<file path="src/rtl/if_stage_fq.sv">
// if_stage_fq: instruction fetch stage with a fetch queue between the SRAM and decode.
// Define IF_FQ_BYPASS_EN to let a response reach decode in its arrival cycle while the queue is empty.
module if_stage_fq #(
  parameter int          FQ_DEPTH = 4,
  parameter logic [31:0] RESET_PC = 32'h1c000000
) (
  input  logic        clk,
  input  logic        resetn,
  input  logic        ds_allowin,
  input  logic [32:0] br_bus,
  output logic        fs_to_ds_valid,
  output logic [63:0] fs_to_ds_bus,
  output logic        inst_sram_en,
  output logic [3:0]  inst_sram_wen,
  output logic [31:0] inst_sram_addr,
  output logic [31:0] inst_sram_wdata,
  input  logic [31:0] inst_sram_rdata
);
  localparam int AW = $clog2(FQ_DEPTH);
  localparam logic [AW:0] L_DEPTH = (AW+1)'(FQ_DEPTH);
  logic [63:0]   r_mem [FQ_DEPTH];
  logic [AW-1:0] r_rptr, r_wptr;
  logic [AW:0]   r_count;
  logic [31:0]   r_pc_req, r_rq_pc;
  logic          r_rq_busy;
  logic          w_br_taken, w_issue, w_resp, w_empty, w_byp, w_push, w_pop;
  logic [31:0]   w_br_target;
  logic [AW:0]   w_occ;
  assign w_br_taken  = br_bus[32];
  assign w_br_target = br_bus[31:0];
  // In-flight request counts as occupied so its response always has a slot
  assign w_occ   = r_count + {{AW{1'b0}}, r_rq_busy};
  assign w_issue = resetn && (w_br_taken || w_occ < L_DEPTH);
  assign w_resp  = resetn && r_rq_busy && !w_br_taken;
  assign w_empty = r_count == '0;
`ifdef IF_FQ_BYPASS_EN
  assign w_byp = w_resp && w_empty;
`else
  assign w_byp = 1'b0;
`endif
  assign fs_to_ds_valid  = resetn && !w_br_taken && (!w_empty || w_byp);
  assign fs_to_ds_bus    = w_empty ? {inst_sram_rdata, r_rq_pc} : r_mem[r_rptr];
  assign w_pop           = fs_to_ds_valid && ds_allowin && !w_empty;
  assign w_push          = w_resp && !(w_byp && ds_allowin);
  assign inst_sram_en    = w_issue;
  assign inst_sram_wen   = 4'h0;
  assign inst_sram_addr  = w_br_taken ? w_br_target : r_pc_req;
  assign inst_sram_wdata = 32'b0;
  always_ff @(posedge clk) begin
    if (!resetn) begin
      r_rptr    <= '0;
      r_wptr    <= '0;
      r_count   <= '0;
      r_rq_busy <= 1'b0;
      r_pc_req  <= RESET_PC;
      r_rq_pc   <= RESET_PC;
    end else if (w_br_taken) begin
      r_rptr    <= '0;
      r_wptr    <= '0;
      r_count   <= '0;
      r_rq_busy <= 1'b1;
      r_pc_req  <= w_br_target + 32'd4;
      r_rq_pc   <= w_br_target;
    end else begin
      r_rq_busy <= w_issue;
      r_pc_req  <= w_issue ? r_pc_req + 32'd4 : r_pc_req;
      r_rq_pc   <= w_issue ? r_pc_req : r_rq_pc;
      r_wptr    <= w_push ? r_wptr + AW'(1) : r_wptr;
      r_rptr    <= w_pop ? r_rptr + AW'(1) : r_rptr;
      r_count   <= r_count + {{AW{1'b0}}, w_push} - {{AW{1'b0}}, w_pop};
    end
  end
  always_ff @(posedge clk) begin
    if (w_push) r_mem[r_wptr] <= {inst_sram_rdata, r_rq_pc};
  end
endmodule
</file>
<file path="config.mk">
export PLATFORM = sky130hd
export DESIGN_NAME = if_stage_fq
export DESIGN_NICKNAME = d
export VERILOG_FILES = /design/src/rtl/if_stage_fq.sv
export SDC_FILE = /design/constraint.sdc
export NUM_CORES = 1
export LEC_CHECK = 0
export ABC_AREA = 0
export CORE_UTILIZATION = 40
export DETAILED_ROUTE_END_ITERATION = 10
export PLACE_DENSITY = 0.7
export SLEW_MARGIN = 20
export SYNTH_ARGS = -nofsm -noshare
export SYNTH_HDL_FRONTEND = slang
export SYNTH_SLANG_ARGS = --single-unit
export TNS_END_PERCENT = 5
</file>
<file path="constraint.sdc">
create_clock -name clk -period 11 [get_ports clk]
set_clock_uncertainty 0.05 [all_clocks]
set_input_delay 2.2 -clock clk [delete_from_list [all_inputs] [get_ports clk]]
set_output_delay 2.2 -clock clk [all_outputs]
set_load 0.01 [all_outputs]
</file>
# Word-level counts from Yosys, hierarchy flattened
# Memory sizes are Yosys's and may differ from the RTL's. A register that Yosys moved wholly into a read port is not among the register bits.
# Cells that the tools add are included.
[classes]
mux = 11
n_reduce_logical = 13
magnitude_cmp = 1
bitwise = 1
addsub = 7
[ops]
columns = ["cell", "n"]
rows = [
  ["32-bit 2-to-1 mux", 5],
  ["32-bit by 3-bit adder with 32-bit output (second input constant)", 2],
  ["64-bit 2-to-1 mux", 1],
  ["1-bit logical AND", 7],
  ["3-bit by 1-bit adder with 3-bit output", 2],
  ["2-bit by 1-bit adder with 2-bit output (second input constant)", 2],
  ["2-bit 2-to-1 mux", 2],
  ["3-bit zero test", 1],
  ["3-bit < comparator (second input constant)", 1],
  ["1-bit 2-to-1 mux", 3],
  ["3-bit by 1-bit subtractor with 3-bit output", 1],
  ["1-bit zero test", 2],
  ["2-bit nonzero test", 1],
  ["2-bit OR reduction", 1],
  ["1-bit logical OR", 1],
  ["1-bit inverter", 1],
]
[totals]
ram_bits = 256
mem_count = 1
inputBits = 68
ff_bits = 72
[memory_table]
columns = ["memory", "words", "word_bits", "rd", "rd_ports_with_merged_regs", "wr", "line", "text"]
rows = [
  ["r_mem", 4, 64, 1, 1, 1, "21", "logic [63:0] r_mem [FQ_DEPTH];"],
]

# Logic depth before layout (Yosys ltp)
# Gate-level depths: netlist of the first run.
[depth]
word_depth = 7
depth_mapped = 13
ltp_nobuf = 10

# Worst setup path before layout of the first run
# OpenSTA, ideal clock, no wires.
[synth_path]
path_type = "input-to-output"
start = "in br_bus[32]"
end = "out inst_sram_addr[11]"
setup_slack_ps = 5111
stages = 6
t_arrival_ps = 3639
required_ps = 8750
cell_sequence = "buf_6 buf_2 buf_1 buf_1 mux2i_1 inv_1"
[synth_via]
elab_chain_cells = 1
[synth_rtl]
columns = ["element", "line", "text"]
rows = [
  ["start, declared", "10", "input logic [32:0] br_bus,"],
  ["32-bit 2-to-1 mux", "47", "assign inst_sram_addr = w_br_taken ? w_br_target : r_pc_req;"],
  ["end, declared", "15", "output logic [31:0] inst_sram_addr,"],
]
# No other way between the ends.

# Final worst setup path of the first run
[layout_path]
start = "in br_bus[32]"
end = "out inst_sram_addr[18]"
# Same word-level chain as after synthesis.

==> flow_summary.json, run 1 <==
{
  "outcome": "completed",
  "dp_hpwl_um": 19000,
  "drtIter0Drc": 570,
  "drtPass1Iterations": 4,
  "fp.dieH_um": 190,
  "core_mm2": 0.0345,
  "ys_seq_elements": 330,
  "clock_latency_ns": 0.51,
  "antenna_cells": 0,
  "worstMarginPinSlew_ns": 1.09,
  "final_core_util_pct": 49.9,
  "grt_max_degree": 68,
  "ios": 202,
  "min_period_ns": 6.35,
  "clockRootBuffer": "clkbuf_16",
  "leakage_nw": 5.88,
  "htreeDepth": 2,
  "arrival_ns": 4.10,
  "drc": 0,
  "tns_ns": 0,
  "critPathCaptureType": "output port",
  "numClockSinks": 330,
  "finish.instance_area_mm2": 0.0172,
  "crit_slowest_cell": "buf_4",
  "synthArstFlopShare_pct": 0,
  "critPathMaxStageDelay_ns": 0.62,
  "cts_tree": "yes",
  "path_class": "input port to output port",
  "grt_pass1_wl_um": 48100,
  "via_per_inst": 5.27,
  "grt_pass1_vias": 8021,
  "clkTransAtPathRegs_ns": 0.06,
  "path_delay_family": "buffers and inverters",
  "finalHoldViolations": 0,
  "seq_area_frac_synth_pct": 65.1,
  "synth.distinct_cells": 48,
  "finalWirelength_um": 31500,
  "fp.dieW_um": 190,
  "cp_data_required_time_ns": 8.75,
  "syn2layout_area_growth_pct": 22.5,
  "row_count": 68,
  "grt_antenna_before_repair": 0,
  "ant_nets": 0,
  "wl_per_cell_um": 20.2,
  "start_util_pct": 40.7,
  "pwr_density_cell_mw_per_mm2": 162,
  "slew_headroom_pct": 26.6,
  "cts_buffers": 37,
  "fin_nets": 1154,
  "hold_path.class": "register to register",
  "cts_setup_buffers": 0,
  "hold-worst-slack_ns": 0.414,
  "vias": 8226,
  "dp_slack_ns": 4.68,
  "final_max_slew_viol_count": 0,
  "fin_crit_sh_pct": 57.7,
  "fmax_mhz": 158,
  "layout_setup_ws_ns": 4.65,
  "maxCapViolCount": 0,
  "track_usage_pct": 17.6,
  "dp_cells": 1493,
  "synth_edf_count": 256,
  "setup_violations": 0,
  "gp_congestion": 0.811,
  "post_cts_resized": 0,
  "crit_path_max_fanout": 67,
  "ys.flop_type": "edfxtp_1",
  "hold_buffers": 0,
  "die_area_mm2": 0.0359,
  "finalPower_mw": 2.79,
  "portBuffers": 165,
  "synth.avg_cell_area_um2": 15.4,
  "syn_inst": 915,
  "rsz0062_at_grt": "no",
  "place_area_mm2": 0.0161,
  "cp_num_buf_inv": 4,
  "syn_area_mm2": 0.0141,
  "clockBufferDepth": 3,
  "drive_gt1_share_pct": 19.9,
  "peakVddDrop_v": 0.000115,
  "grt_overflow": 0,
  "yosysWarnings": 0,
  "worstPathCellList": "buf_2 -> buf_4 -> mux2i_1 -> inv_1 -> clkdlybuf4s50_1",
  "worst_setup_path_start_kind": "input port",
  "stdcell_count": 1562
}
## registers in the layout (all words and copies together) (netlist names), named ones only
name,cells
r_rq_busy,1
r_pc_req,32
r_mem,256
r_count,3
r_rptr,2
r_wptr,2
r_rq_pc,32
## worst paths after layout
check               startpoint            endpoint  slack (ns)  cells past startpoint
setup / recovery    br_bus[32]  inst_sram_addr[18]        4.65                      5
hold / removal    r_pc_req[31]        r_pc_req[31]        0.41                      2
setup reg to reg   r_pc_req[2]        r_pc_req[22]        8.15                      7
hold reg to reg   r_pc_req[31]        r_pc_req[31]        0.41                      2
## cell type report
type	instances	area, um^2
clock buffers	53	1060
clock inverters	15	101
fillers	2971	17300
inverters	30	113
multi-input cells	503	4480
flip-flops and latches	330	9180
well taps	455	569
repair buffers	176	1740
## cells in the final DEF (no fill, tap or decap), types with 5 or more instances in the layout
cell               n
a211oi_1          27
a21oi_1           17
and4_1             5
buf_4             10
clkbuf_1          11
clkbuf_16         39
clkdlybuf4s50_1  164
clkinv_2           7
conb_1            36
dfxtp_1           72
edfxtp_1         256
ha_1               7
inv_1             30
mux2_2            75
mux2i_1           22
mux4_2            64
nand2_1           34
nand3_1           25
nand4_1            7
nor2_1            66
nor3_1            14
o21ai_0           24
xnor2_1           22
xor2_1             8
## metal layers
layer | global-route usage [%] | up-vias | share of wire [%]
met5 | 0 | - | 0
met4 | 5.52 | 0 | 1.8
met3 | 2.69 | 43 | 4.9
met2 | 28.1 | 266 | 47
met1 | 24.9 | 4165 | 46
li1 | - | 3752 | -
## cell families (layout without fill, tap and decap cells)
kind of cell / count (synthesis) / after routing / share of synthesized area, %
other: 1 / 36 / 0.0266
and+or+nand+nor: 183 / 183 / 6.45
DFF: 330 / 330 / 65.1
AOI/OAI and AO/OA: 85 / 85 / 3.76
adders and majority gates: 8 / 8 / 0.764
xor gates and xnor gates: 30 / 30 / 1.87
buffers and inverters: 117 / 274 / 4.19
muxes: 161 / 161 / 17.8
## tightest hold or removal path, delay by kind of cell (launching register included)
kind               cells  cell delay, ns
and+or+nand+nor        1            0.06
AOI/OAI and AO/OA      1            0.05
DFF                    1            0.31
## power breakdown
part	internal (mW)	switching (mW)
clock network	0.695	0.474
logic	0.117	0.108
registers	1.37	0.0242
total	2.18	0.606
## cell usage after synthesis, drive strengths merged, types with 3 or more instances
library cell  count  area, um^2
edfxtp          256        7690
mux2             75         845
dfxtp            74        1480
nor2             67         251
mux4             64        1440
buf              58         368
nand2            34         128
inv              30         113
clkbuf           29         109
a211oi           27         203
o21ai            26         130
nand3            25         125
mux2i            22         220
xnor2            22         193
nor3             18         105
a21oi            17        85.1
xor2              8        70.1
and3              7        43.8
ha                7        87.6
nand4             7        43.8
and4              5        43.8
nand4b            4        35.0
a31oi             3        18.8
and2              3        18.8
o211ai            3        22.5
or2               3        18.8
No activity file was read; power rests on OpenSTA's default activity.
==> inputs of run 2 (changes only) <==
--- a/config.mk
+++ b/config.mk
@@ -8,7 +8,7 @@
 export ABC_AREA = 0
 export CORE_UTILIZATION = 40
 export DETAILED_ROUTE_END_ITERATION = 10
-export PLACE_DENSITY = 0.7
+export PLACE_DENSITY = 0.72
 export SLEW_MARGIN = 20
 export SYNTH_ARGS = -nofsm -noshare
 export SYNTH_HDL_FRONTEND = slang
==> constraint.sdc (replaced) <==
create_clock -name clk -period 5.7 [get_ports clk]
set_clock_uncertainty 0.05 [all_clocks]
set_input_delay 1.14 -clock clk [delete_from_list [all_inputs] [get_ports clk]]
set_output_delay 1.14 -clock clk [all_outputs]
set_load 0.01 [all_outputs]
==> flow_summary.json, run 2 (same netlist as run 1, synthesis figures left out) <==
{
  "critPathCaptureType": "output port",
  "worst_setup_path_start_kind": "input port",
  "wl_met3_um": 1930,
  "grt_pass1_vias": 8059,
  "grt_pass1_wl_um": 47600,
  "post_cts_resized": 0,
  "drtIter0Drc": 646,
  "crit_path_max_fanout": 39,
  "clock_latency_ns": 0.51,
  "hold_path.class": "register to register",
  "fp.dieW_um": 190,
  "row_count": 68,
  "peakVddDrop_v": 0.000173,
  "tns_ns": 0,
  "leakage_nw": 5.90,
  "clockBufferDepth": 3,
  "fin_crit_sh_pct": 79.1,
  "finalPower_mw": 5.39,
  "finalWirelength_um": 31400,
  "portBuffers": 165,
  "outcome": "completed",
  "dp_hpwl_um": 19100,
  "wl_met2_um": 14500,
  "grt_max_degree": 65,
  "wl_met1_um": 14400,
  "critPathMaxStageDelay_ns": 0.66,
  "pwr_density_cell_mw_per_mm2": 312,
  "cp_num_buf_inv": 4,
  "clkTransAtPathRegs_ns": 0.06,
  "worstPathCellList": "buf_2 -> buf_4 -> mux2i_1 -> inv_1 -> clkdlybuf4s50_1",
  "gp_congestion": 0.824,
  "setup_violations": 0,
  "fin_nets": 1158,
  "drtPass1Iterations": 5,
  "vias": 8202,
  "layout_common_cells": "edfxtp_1 (256), clkdlybuf4s50_1 (164), mux2_2 (75), dfxtp_1 (72), nor2_1 (67)",
  "regMostFlops": "r_mem",
  "path_delay_family": "buffers and inverters",
  "fp.dieH_um": 190,
  "drive_gt1_share_pct": 20.0,
  "ios": 202,
  "grt_overflow": 0,
  "core_mm2": 0.0345,
  "min_period_ns": 4.51,
  "track_usage_pct": 17.4,
  "antenna_cells": 0,
  "maxCapViolCount": 0,
  "largest_reg_flops": 256,
  "clockRootBuffer": "clkbuf_16",
  "hold_buffers": 0,
  "arrival_ns": 3.32,
  "layout_commonest_cell": "edfxtp_1",
  "slew_headroom_pct": 29.9,
  "cts_setup_buffers": 0,
  "drc": 0,
  "hold-worst-slack_ns": 0.421,
  "cts_buffers": 36,
  "crit_slowest_cell": "buf_2",
  "cp_data_required_time_ns": 4.51,
  "numClockSinks": 330,
  "htreeDepth": 2,
  "grt_antenna_before_repair": 0,
  "finalHoldViolations": 0,
  "wl_per_cell_um": 20.0,
  "syn2layout_area_growth_pct": 22.8,
  "largestRegisters": "r_mem: 256 flops, r_pc_req: 32 flops, r_rq_pc: 32 flops",
  "final_max_slew_viol_count": 0,
  "highest_layer": "met4",
  "path_class": "input port to output port",
  "worstMarginPinSlew_ns": 1.05,
  "via_per_inst": 5.24,
  "ant_nets": 0,
  "fmax_mhz": 222,
  "die_area_mm2": 0.0359,
  "start_util_pct": 40.7,
  "cts_tree": "yes",
  "rsz0062_at_grt": "no"
}
-- run 2: worst paths after layout --
kind               startpoint                  to  slack, ns  depth (start not counted)
setup / recovery   br_bus[32]  inst_sram_addr[30]       1.19                          5
hold / removal    r_pc_req[8]         r_pc_req[8]       0.42                          2
setup reg to reg   r_count[2]          r_count[2]       3.04                         11
hold reg to reg   r_pc_req[8]         r_pc_req[8]       0.42                          2
-- run 2: through the flow --
step,cell area (um^2),cells,utilization (%),setup WS (ns)
after floorplan,14200,950,-,1.53
after global placement,16100,1497,46.6,1.28
after detailed placement,16100,1497,46.6,1.22
after CTS,17200,1562,49.9,1.20
after global routing,17300,1564,50.0,1.04
final,17300,1564,50.0,1.19
-- run 2: power breakdown --
group          switching, mW  total [mW]  internal (mW)
Combinational          0.214       0.442          0.227
Sequential            0.0458        2.69           2.65
Clock                  0.911        2.25           1.34
Total                   1.17        5.39           4.21
-- run 2: worst register-to-register path, delay by kind of cell, from the launching register on --
family        cells  cell delay, ns
flops             1            0.34
simple gates      4            0.62
fa+ha+maj         3            0.84
buf+inv           2            0.37
xor+xnor          2            0.33
-- run 2: area by class of cell --
| cell class | count | area (um^2) |
|---|---|---|
| inverter | 30 | 113 |
| multi-input combinational | 503 | 4470 |
| clock buffer | 44 | 962 |
| tap | 455 | 569 |
| sequential | 330 | 9180 |
| fill | 2916 | 17300 |
| timing repair buffer | 181 | 1810 |
| clock inverter | 21 | 181 |
-- run 2: metal layers --
metal / GRT usage, % / vias up
li1: - / 3768
met1: 24.4 / 4118
met2: 27.7 / 278
met3: 3.43 / 38
met4: 4.40 / 0
met5: 0 / -
